File: src/rtl/conv_pkg.sv
// Shared definitions for the 2D-convolution MAC datapath.
//   - Default widths and tap count for the pixel/weight MAC.
//   - Control FSM state encoding.
//   - clog2 helper used to size the tap counter.
package conv_pkg;

    localparam int DEFAULT_PIX_W  = 8;   // pixel width, unsigned
    localparam int DEFAULT_COEF_W = 8;   // weight width, unsigned
    localparam int DEFAULT_ACC_W  = 20;  // accumulator / result width
    localparam int DEFAULT_KTAPS  = 9;   // products summed per 3x3 window

    typedef enum logic [1:0] {
        IDLE  = 2'd0,
        ACCUM = 2'd1,
        DRAIN = 2'd2,
        DONE  = 2'd3
    } state_t;

    // Number of bits needed to hold values 0 .. value-1.
    function automatic int clog2(input int value);
        int result;
        result = 0;
        for (int v = value - 1; v > 0; v = v >> 1) begin
            result = result + 1;
        end
        return result;
    endfunction

endpackage

File: src/rtl/conv_mult_stage.sv
// First pipeline stage of the conv MAC: registered unsigned multiplier.
// Kept as its own module so the product register can be retimed or
// absorbed into a DSP slice without touching the control logic.
// Ports:
//   clk       in   clock, rising edge
//   rst       in   synchronous reset, active-high (clears product and valid)
//   in_vld    in   operands are an accepted beat this cycle
//   pixel     in   PIX_W-bit unsigned pixel
//   weight    in   COEF_W-bit unsigned coefficient
//   prod      out  registered pixel*weight
//   prod_vld  out  prod holds a product that still has to be accumulated
module conv_mult_stage
    import conv_pkg::*;
#(
    parameter int PIX_W  = DEFAULT_PIX_W,
    parameter int COEF_W = DEFAULT_COEF_W
) (
    input  logic                      clk,
    input  logic                      rst,
    input  logic                      in_vld,
    input  logic [PIX_W-1:0]          pixel,
    input  logic [COEF_W-1:0]         weight,
    output logic [PIX_W+COEF_W-1:0]   prod,
    output logic                      prod_vld
);

    localparam int PROD_W = PIX_W + COEF_W;

    logic [PROD_W-1:0] prod_reg;
    logic              prod_vld_reg;

    always_ff @(posedge clk) begin
        if (rst) begin
            prod_reg     <= '0;
            prod_vld_reg <= 1'b0;
        end else begin
            // in_vld already excludes aborted beats, so an abort also
            // kills the valid bit of the product it would have produced.
            prod_vld_reg <= in_vld;
            if (in_vld) begin
                prod_reg <= PROD_W'(pixel) * PROD_W'(weight);
            end
        end
    end

    assign prod     = prod_reg;
    assign prod_vld = prod_vld_reg;

endmodule

File: src/rtl/conv_mac_accum.sv
// Multiply-accumulate front end of the 2D-conv datapath. Accepts one
// (pixel, weight) pair per handshake, sums KTAPS products per window and
// presents the window sum on acc_out with a one-cycle load_new_value strobe
// for the downstream result register.
// Ports:
//   clk             in   clock, rising edge
//   rst             in   synchronous reset, active-high
//   in_valid        in   pixel/weight pair valid
//   in_ready        out  pair accepted this cycle if in_valid (state-only)
//   pixel           in   window pixel, unsigned
//   weight          in   kernel coefficient, unsigned
//   abort           in   discard the window in progress, no strobe
//   acc_out         out  window sum (accumulator value)
//   load_new_value  out  1-cycle strobe: acc_out is a complete window sum
//   busy            out  window in progress (ACCUM, DRAIN or DONE)
module conv_mac_accum
    import conv_pkg::*;
#(
    parameter int PIX_W  = DEFAULT_PIX_W,
    parameter int COEF_W = DEFAULT_COEF_W,
    parameter int ACC_W  = DEFAULT_ACC_W,
    parameter int KTAPS  = DEFAULT_KTAPS
) (
    input  logic              clk,
    input  logic              rst,
    input  logic              in_valid,
    output logic              in_ready,
    input  logic [PIX_W-1:0]  pixel,
    input  logic [COEF_W-1:0] weight,
    input  logic              abort,
    output logic [ACC_W-1:0]  acc_out,
    output logic              load_new_value,
    output logic              busy
);

    localparam int PROD_W = PIX_W + COEF_W;
    // Counter must reach KTAPS itself (value after the last accept).
    localparam int CNT_W  = clog2(KTAPS + 1);

    state_t             state_reg, state_next;
    logic [CNT_W-1:0]   tap_cnt_reg, tap_cnt_next;
    logic [ACC_W-1:0]   acc_reg, acc_next;

    logic               accept;
    logic [PROD_W-1:0]  prod;
    logic               prod_vld;

    // in_ready depends on state only, never on in_valid or abort.
    assign in_ready = (state_reg == IDLE) || (state_reg == ACCUM);
    // abort wins over a beat presented in the same cycle.
    assign accept   = in_valid && in_ready && !abort;

    conv_mult_stage #(
        .PIX_W  (PIX_W),
        .COEF_W (COEF_W)
    ) u_mult (
        .clk      (clk),
        .rst      (rst),
        .in_vld   (accept),
        .pixel    (pixel),
        .weight   (weight),
        .prod     (prod),
        .prod_vld (prod_vld)
    );

    always_comb begin
        state_next   = state_reg;
        tap_cnt_next = tap_cnt_reg;
        acc_next     = acc_reg;

        // S2: fold in the product registered last cycle.
        if (prod_vld) begin
            acc_next = acc_reg + ACC_W'(prod);
        end

        case (state_reg)
            IDLE: begin
                if (accept) begin
                    // No product is pending in IDLE, so clearing here
                    // cannot lose data from the previous window.
                    acc_next     = '0;
                    tap_cnt_next = CNT_W'(1);
                    state_next   = (KTAPS == 1) ? DRAIN : ACCUM;
                end
            end
            ACCUM: begin
                if (accept) begin
                    tap_cnt_next = tap_cnt_reg + CNT_W'(1);
                    if (tap_cnt_reg == CNT_W'(KTAPS - 1)) begin
                        state_next = DRAIN;
                    end
                end
            end
            DRAIN: begin
                // The last product lands in acc on the cycle prod_vld is
                // high; once it drops, acc is the full window sum.
                if (!prod_vld) begin
                    state_next = DONE;
                end
            end
            DONE: begin
                state_next   = IDLE;
                tap_cnt_next = '0;
            end
            default: begin
                state_next   = IDLE;
                tap_cnt_next = '0;
            end
        endcase

        if (abort) begin
            state_next   = IDLE;
            tap_cnt_next = '0;
            acc_next     = '0;
        end
    end

    always_ff @(posedge clk) begin
        if (rst) begin
            state_reg   <= IDLE;
            tap_cnt_reg <= '0;
            acc_reg     <= '0;
        end else begin
            state_reg   <= state_next;
            tap_cnt_reg <= tap_cnt_next;
            acc_reg     <= acc_next;
        end
    end

    assign acc_out        = acc_reg;
    assign load_new_value = (state_reg == DONE);
    assign busy           = (state_reg != IDLE);

endmodule
File: config.mk
export PLATFORM = sky130hd
export DESIGN_NAME = conv_mac_accum
export DESIGN_NICKNAME = d
export VERILOG_FILES = /design/src/rtl/conv_pkg.sv /design/src/rtl/conv_mult_stage.sv /design/src/rtl/conv_mac_accum.sv
export SDC_FILE = /design/constraint.sdc
export NUM_CORES = 1
export LEC_CHECK = 0
export BUFFER_PORTS_ARGS = -buffer_cell sky130_fd_sc_hd__clkbuf_2
export CAP_MARGIN = 20
export CORE_UTILIZATION = 55
export CTS_CLUSTER_DIAMETER = 40
export CTS_CLUSTER_SIZE = 8
export DETAILED_ROUTE_END_ITERATION = 12
export PLACE_DENSITY_LB_ADDON = 0.1
export SLEW_MARGIN = 0
export SYNTH_ARGS = -nofsm -noshare
export SYNTH_HDL_FRONTEND = slang
export SYNTH_SLANG_ARGS = --single-unit
export TNS_END_PERCENT = 5
File: constraint.sdc
create_clock -name clk -period 5.8 [get_ports clk]
set_input_delay 1.16 -clock clk [delete_from_list [all_inputs] [get_ports clk]]
set_output_delay 1.16 -clock clk [all_outputs]
set_load 0.02 [all_outputs]
Word-level counts from Yosys, hierarchy flattened

Index checks and enable logic that the tools add are counted.

$add $sub $neg: 2
$mul: 1
Divide/modulo/power cells: 0
Magnitude comparators: 0
Equality and inequality tests: 8
Shifts and indexed selects: 0
Muxes and demuxes: 11
Bitwise logic cells: 0
Reductions and logical operators: 10

Operators by type and width:

| cell                                                                    | number |
|---|---|
| 20-bit two-way mux                                                      | 3 |
| 20-bit by 16-bit adder with 20-bit output                               | 1 |
| 8-bit by 8-bit multiplier with 16-bit output                            | 1 |
| 4-bit one-hot mux with 3 select lines                                   | 1 |
| 2-bit two-way mux                                                       | 4 |
| 4-bit two-way mux                                                       | 2 |
| 2-bit one-hot mux with 4 select lines                                   | 1 |
| 2-bit by 1-bit inequality test with 1-bit output, second input constant | 3 |
| 4-bit by 1-bit adder with 4-bit output, second input constant           | 1 |
| 2-bit equality test, second input constant                              | 2 |
| 4-bit equality test, second input constant                              | 1 |
| 4-bit AND reduction                                                     | 1 |
| 3-bit AND reduction                                                     | 1 |
| 3-bit nonzero test                                                      | 1 |
| 2-bit by 1-bit equality test with 1-bit output, second input constant   | 1 |
| 1-bit logical AND                                                       | 2 |
| 2-bit zero test                                                         | 1 |
| 2-bit inequality test, second input constant                            | 1 |
| 2-bit nonzero test                                                      | 1 |
| 2-bit OR reduction                                                      | 1 |
| 1-bit zero test                                                         | 1 |
| 1-bit logical OR                                                        | 1 |

Bits in registers: 43
Latch bits: 0
RAM bits: 0
ROM bits: 0
Bits of input ports: 20
Memories kept: 0

Longest topological paths before layout

Gate-level depths: netlist of run 1.

Depth in word-level cells: 6
Depth in mapped cells: 16
Gate-level depth less buffers: 16

Modules after synthesis

Synthesis of run 1 repeated with hierarchy kept, for this count alone.

Cell total of the unflattened synthesis: 550
Area, all modules: 4,664.5 µm²

Modules (own cells, without submodules):

| module          | times used | cells each | area an instance (µm²) | seq. area each (µm²) |
|---|---|---|---|---|
| conv_mult_stage | 1          | 301        | 2,686.3                | 340.3 |
| conv_mac_accum  | 1          | 249        | 1,978.1                | 520.5 |

Least setup slack after synthesis of run 1

No wires, ideal clock.

Kind: in2reg
From: input pixel[1]
To: register u_mult.prod_reg[13] (netlist: u_mult.prod[13])
Library setup time: 0.062 ns
Data arrival time: 4.779 ns
Slack: 0.959 ns
Cell stages on the path: 13
Path buffers: 0
Cells stage by stage: and2_1 > fa_1 > fa_1 > fa_1 > inv_1 > fa_1 > inv_1 > ha_1 > o2111ai_2 > a31oi_2 > nand3_1 > a2111o_1 > nand3_1

Longest elaborated chain between the ends: 1

Ends and longest elaborated chain:

| item                                         | line                  | source |
|---|---|---|
| start, declared                              | conv_mac_accum.sv:28  | `input logic [PIX_W-1:0] pixel,` |
| 8-bit by 8-bit multiplier with 16-bit output | conv_mult_stage.sv:41 | `prod_reg <= PROD_W'(pixel) * PROD_W'(weight);` |
| end signal, assigned                         | conv_mult_stage.sv:41 |  |
| end, declared                                | conv_mult_stage.sv:29 | `logic [PROD_W-1:0] prod_reg;` |

Every way passes these cells.
A chain may end at the register's enable or synchronous reset.

Worst setup path in the final report of run 1

From: input weight[7]
To: register u_mult.prod_reg[13] (netlist: u_mult.prod[13])

Longest elaborated chain between the ends: 1

Ends and longest elaborated chain:

| item                                         | line                  | source |
|---|---|---|
| start, declared                              | conv_mac_accum.sv:29  | `input logic [COEF_W-1:0] weight,` |
| 8-bit by 8-bit multiplier with 16-bit output | conv_mult_stage.sv:41 |  |

Every way passes these cells.

==> impl_metrics.csv, run 1 <==
group,metric,value,unit
finish,n_antenna_cell,0,
placement,placed_area,0.00494,mm²
sta,grt_setup_unrepaired,"false",
logic_synthesis,synth_flop_cell,"dfxtp_1",
clock_tree,ctsResizeCount,0,
sta,drv_slew,0,
placement,hpwl,7840,µm
clock_tree,ctsHoldBuffers,0,
finish,fin_area,0.00502,mm²
finish,drive_gt1_share,10.4,%
logic_synthesis,synth_top_family_by_area,"adder cells",
routing,wire_per_inst,13.9,µm
sta,fin_crit,4.98,ns
clock_tree,cts_tree,"built",
placement,gp_congestion,0.848,
sta,setup_tns,0,ns
logic_synthesis,async_reset_ff_share,0,%
sta,finalSetupViolations,0,
die,start_util,56.6,%
global_route,grt_pass1_wl,16700,µm
die,fp.dieH,93.9,µm
logic_synthesis,synth_edf_count,0,
finish,final_common_cell,"inv_1",
finish,n_fill_cell,779,
die,die_area,0.00882,mm²
logic_synthesis,netlist_instances,549,
sta,skew,0.00519,ns
placement,io_buffers,42,
sta,relSlewSlack,36.1,%
die,std_cell_rows,33,
finish,nets,700,
critical_path,crit_type,"in -> reg",
critical_path,cp_max_fo,8,
finish,mostFrequentLayoutCells,"65 x inv_1, 58 x ha_1, 56 x nand2_1",
global_route,antenna_found_initial,0,
critical_path,cp_slowest_cell,"fa_1",
clock_tree,cts_sinks,43,
global_route,grt_start_max_net_pins,23,
global_route,overflow,0,
status,outcome,"finished clean",
logic_synthesis,synth-compound-area-share,16.4,%
routing,drc,0,
critical_path,cp-start-kind,"input port",
logic_synthesis,synth_area_leaders,"dfxtp_1 19%, fa_1 16%, ha_1 16%",
logic_synthesis,synth_area,0.00465,mm²
min_path,min_from,"u_mult.prod[8]",
clock_tree,root_buffer,"clkbuf_8",
run,cap_violations,0,
critical_path,r2r-start,"acc_out[0]",
global_route,gr-usage-all-layers,23.6,%
logic_synthesis,yosysWarnings,0,
power,vdd_ir_drop_max,0.000116,V
logic_synthesis,seq_area_frac_synth,18.5,%
die,die_w,93.9,µm
logic_synthesis,yosysTopAreaCellShare,18.5,%
min_path,hold_end,"u_mult.prod[8]",
clock_tree,clk_path_buf_depth,2,
min_path,hold_path.class,"reg -> reg",
logic_synthesis,synthMuxAreaShare,2.37,%
logic_synthesis,postSynthAreaPerCell,8.47,µm²
min_path,min_path_cells,2,
finish,multi_input_area,0.00349,mm²
routing,via_count,3790,
sta,hold_viol_final,0,
critical_path,arrival,5.21,ns
logic_synthesis,synth_nets,664,
sta,max_freq,0.201,GHz
clock_tree,cts_setup_buffers,0,
logic_synthesis,synth_top_cell_by_area,"dfxtp_1",
routing,finalWirelength,9610,µm
clock_tree,h-tree-depth,2,
clock_tree,clk_pin_slew,0.08,ns
routing,final_antenna_net_count,0,
sta,tightest_slew,0.957,ns
routing,drt_pass1_iterations,4,
sta,hold_ws,0.459,ns
critical_path,timing.reg2reg.setup_slack,3.36,ns
critical_path,crit_top_cell,"fa_1",
critical_path,cpPeakStageDelay,0.55,ns
logic_synthesis,synth-xor-area-share,3.01,%
finish,syn_to_final_growth,8.05,%
clock_tree,insertion_delay,0.29,ns
critical_path,r2r-end,"acc_out[12]",
logic_synthesis,synth-adder-area-share,31.5,%
die,core-area,0.00822,mm²
logic_synthesis,yosys_register_bits,43,
die,ios,43,
global_route,grt_pass1_vias,3715,
clock_tree,cts_buffers,5,
critical_path,critPathCaptureType,"flop",
critical_path,r2r_cells,8,
finish,final-seq-area,861,µm²
finish,largest_reg_flops,20,
logic_synthesis,yosys.area_share.simple,21.7,%
sta,fin_crit_sh,85.8,%
power,p_per_area,229,mW/mm²
logic_synthesis,ys_types,59,
critical_path,required,6.03,ns
routing,routed_via_density,5.48,
routing,drtIter0Drc,109,
power,power_leakage,2.35,nW
critical_path,cp_cell_sequence,"clkbuf_2 -> nand2_1 -> fa_1 -> fa_1 -> inv_1 -> fa_1 -> inv_1 -> fa_1 -> inv_1 -> ha_1 -> a21o_1 -> nand2_1 -> a31oi_2 -> nand3_1 -> a2111o_1 -> nand3_1",
[metrics by stage]
step                worst slack, ns  std cells  total power, mW  utilization (%)
floorplan                     0.959        549            0.841                -
global placement              0.609        683            0.955             60.1
detailed placement            0.550        683            0.968             60.1
CTS                           0.858        691             1.16             61.1
global route                  0.632        691             1.27             61.1
finish                        0.825        691             1.15             61.1
[critical path: cells and delay by family]
kind / cells / cell delay [ns]
buffers and inverters: 4 / 0.32
adder cells (fa/ha/maj): 5 / 2.50
AO/OA/AOI/OAI: 3 / 0.82
AND/OR/NAND/NOR: 4 / 0.42
[cells by family after synthesis]
kind of cell / after synthesis
AND/OR/NAND/NOR: 197
AO/OA/AOI/OAI: 108
adder cells (fa/ha/maj): 95
buffers and inverters: 79
flip-flops: 43
XOR/XNOR: 16
multiplexers: 11
[worst max path at each step]
stage	startpoint	end	slack [ns]	cells after the start
2_1_floorplan	pixel[1]	u_mult.prod[13]	0.96	13
3_3_place_gp	pixel[0]	u_mult.prod[13]	0.61	15
3_5_place_dp	weight[7]	u_mult.prod[13]	0.55	16
4_1_cts	weight[7]	u_mult.prod[13]	0.86	16
5_1_grt	pixel[2]	u_mult.prod[14]	0.63	13
6_report	weight[7]	u_mult.prod[13]	0.82	16
[synth_stat cells (8+ instances only)]
library cell  count
a21o_1           11
clkbuf_1         10
xnor2_1          12
a211oi_1          8
dfxtp_1          43
a21oi_1          32
ha_1             58
and2_1           51
nand3_1          16
nor3_1            9
nor2_1           30
nand2_1          56
mux2i_1          11
inv_1            65
fa_1             37
o21ai_0          13
[area by class of cell]
cell class	instances	area share, %
multi-input combinational	427	69.4
sequential	43	17.1
inverter	65	4.86
timing repair buffer	43	4.33
tap	105	2.62
clock buffer	7	1.52
clock inverter	1	0.0997
[per-layer routing]
layer	GRT usage, %	vias up	part of all wire, %
met1	31.3	1788	49
met4	5.38	0	1.1
met3	2.67	9	2.1
met5	0	-	0
met2	40.9	59	48
li1	-	1934	-
[report_power, final]
group          switching, mW  internal, mW
Sequential            0.0154         0.316
Clock                  0.100        0.0847
Combinational          0.367         0.266
Total                  0.483         0.666
Note: power is estimated with default switching activity, not from simulation.
==> run 2: changes to the inputs <==
--- a/config.mk
+++ b/config.mk
@@ -11,9 +11,9 @@
 export CTS_CLUSTER_DIAMETER = 40
 export CTS_CLUSTER_SIZE = 8
 export DETAILED_ROUTE_END_ITERATION = 12
+export MAX_ROUTING_LAYER = met4
 export PLACE_DENSITY_LB_ADDON = 0.1
 export SLEW_MARGIN = 0
 export SYNTH_ARGS = -nofsm -noshare
 export SYNTH_HDL_FRONTEND = slang
 export SYNTH_SLANG_ARGS = --single-unit
-export TNS_END_PERCENT = 5
==> constraint.sdc (replaced) <==
create_clock -name clk -period 5.8 [get_ports clk]
set_input_delay 0.29 -clock clk [delete_from_list [all_inputs] [get_ports clk]]
set_output_delay 0.29 -clock clk [all_outputs]
set_load 0.02 [all_outputs]
==> run 2 against run 1 <==
Cell area up 0.40%. Clock-buffer cell count down 2. Worst hold slack got worse by 0.096 ns. Fmax up 22%. Sequential share of layout area shrank 0.068 points. Worst setup slack improved by 0.89 ns. Global-route usage grew 0.50 points. Critical path depth shrank 1. First-iteration DRC count is 63% higher. Via count fell by 0.50%. Largest cell class unchanged. Largest power group unchanged.
==> impl_metrics.csv, run 2 (synthesis results as in run 1) <==
group,metric,value,unit
status,outcome,"finished clean",
routing,finalWirelength,9380,µm
power,power.internal,668,µW
critical_path,critPathCaptureType,"flop",
die,fp.dieH,93.9,µm
clock_tree,insertion_delay,0.30,ns
finish,mostFrequentLayoutCells,"65 x inv_1, 58 x ha_1, 56 x nand2_1",
power,p_per_area,230,mW/mm²
clock_tree,cts_buffers,5,
finish,n_antenna_cell,0,
power,p_switching,494,µW
global_route,grt_use_met3,2.43,%
critical_path,cp_max_fo,8,
sta,fin_crit_sh,70.4,%
sta,setup_tns,0,ns
min_path,min_path_cells,3,
power,power_leakage,2.36,nW
die,start_util,56.6,%
critical_path,crit_family,"adder cells",
routing,drtIter0Drc,178,
finish,final_common_cell,"inv_1",
sta,relSlewSlack,50.4,%
sta,finalSetupViolations,0,
min_path,hold_end,"u_mult.prod[0]",
critical_path,cp-start-kind,"input port",
finish,largest_reg_flops,20,
clock_tree,cts_tree,"built",
critical_path,cp_slowest_cell,"fa_1",
critical_path,cp_cell_sequence,"clkbuf_2 -> nand2_1 -> fa_1 -> fa_1 -> inv_1 -> fa_1 -> inv_1 -> fa_1 -> inv_1 -> ha_1 -> o2111ai_2 -> a31oi_2 -> nand3_1 -> a2111o_1 -> nand3_1",
critical_path,arrival,4.32,ns
min_path,min_from,"weight[0]",
routing,drc,0,
critical_path,cpPeakStageDelay,0.54,ns
global_route,overflow,0,
min_path,hold_path.class,"in -> reg",
placement,gp_congestion,0.859,
routing,routed_via_density,5.45,
sta,tightest_slew,0.744,ns
global_route,antenna_found_initial,0,
power,seq_power_share,28.3,%
finish,fin_util,61.4,%
critical_path,r2r-end,"acc_out[12]",
global_route,grt_start_max_net_pins,23,
clock_tree,root_buffer,"clkbuf_8",
power,pwr-share-comb,54.4,%
power,p_sw_share,42.5,%
critical_path,crit_top_cell,"fa_1",
global_route,busiest_layer,"met2",
placement,hpwl,7560,µm
clock_tree,h-tree-depth,2,
sta,skew,0.0116,ns
die,std_cell_rows,33,
die,core-area,0.00822,mm²
placement,io_buffers,42,
global_route,globalRouteMet2Util,40.2,%
clock_tree,cts_setup_buffers,0,
critical_path,timing.reg2reg.setup_slack,3.35,ns
routing,final_antenna_net_count,0,
die,die_w,93.9,µm
routing,via_count,3771,
sta,grt_setup_unrepaired,"false",
sta,drv_slew,0,
clock_tree,cts_sinks,43,
power,p_clk_share,17.3,%
clock_tree,clk_pin_slew,0.08,ns
die,die_area,0.00882,mm²
routing,drt_pass1_iterations,4,
global_route,gr-usage-all-layers,24.1,%
critical_path,required,6.04,ns
finish,drive_gt1_share,10.9,%
critical_path,r2r-start,"acc_out[0]",
global_route,grt_pass1_vias,3736,
finish,syn_to_final_growth,8.48,%
finish,nets,701,
critical_path,crit_type,"in -> reg",
power,vdd_ir_drop_max,0.000118,V
sta,fin_crit,4.08,ns
global_route,grt_pass1_wl,16800,µm
global_route,grt_util_met1,31.5,%
routing,wire_per_inst,13.6,µm
sta,hold_viol_final,0,
critical_path,r2r_cells,8,
clock_tree,ctsHoldBuffers,0,
die,ios,43,
run,cap_violations,0,
sta,max_freq,0.245,GHz
clock_tree,ctsResizeCount,0,
clock_tree,clk_path_buf_depth,2,
critical_path,crit_buf_inv,4,
-- run 2: cell types whose count changed in the layout (fill, tap and decap cells not counted) --
cell	delta
clkinvlp_4	+1
clkinv_2	-1
buf_4	+1
clkbuf_1	-2
clkinv_4	+2
-- run 2: power groups by stage --
stage          Combinational [mW]  Clock, mW  Sequential (mW)
2_1_floorplan               0.509          0            0.332
3_3_place_gp                0.618          0            0.335
3_5_place_dp                0.627          0            0.336
4_1_cts                     0.634      0.209            0.329
5_1_grt                     0.739      0.225            0.332
6_report                    0.631      0.201            0.329
-- run 2: worst max-delay path by stage --
stage | start | endpoint | slack (ns) | depth (start not counted)
4_1_cts | pixel[0] | u_mult.prod[13] | 1.74 | 16
5_1_grt | pixel[0] | u_mult.prod[14] | 1.49 | 16
2_1_floorplan | pixel[1] | u_mult.prod[13] | 1.83 | 13
3_5_place_dp | pixel[0] | u_mult.prod[13] | 1.43 | 16
3_3_place_gp | pixel[0] | u_mult.prod[13] | 1.49 | 15
6_report | pixel[0] | u_mult.prod[13] | 1.72 | 15
-- run 2: tightest hold or removal path: cells and delay by family --
kind	cells	cell delay, ns
buffers and inverters	1	0.14
AND/OR/NAND/NOR	1	0.12
AO/OA/AOI/OAI	1	0.07
-- run 2: per-layer routing --
layer	share of wire [%]	vias up
met1	51	1757
met2	46	64
li1	-	1941
met3	2.2	9
met4	1.1	0
met5	0	-
-- run 2: final cells by class --
type | instances | area (µm²)
tap | 105 | 131
timing repair buffer | 44 | 225
inverter | 65 | 244
clock inverter | 3 | 25.0
multi-input combinational | 427 | 3490
clock buffer | 5 | 68.8
fill | 764 | 3170
sequential | 43 | 861
-- run 2: stage by stage --
stage | cells | power [mW] | setup slack (ns) | hold slack [ns] | instance area, µm²
floorplan | 549 | 0.841 | 1.83 | 0.436 | 4650
finish | 692 | 1.16 | 1.72 | 0.363 | 5040
global placement | 684 | 0.953 | 1.49 | 0.448 | 4950
CTS | 692 | 1.17 | 1.74 | 0.350 | 5040
detailed placement | 684 | 0.963 | 1.43 | 0.455 | 4950
global route | 692 | 1.30 | 1.49 | 0.372 | 5040
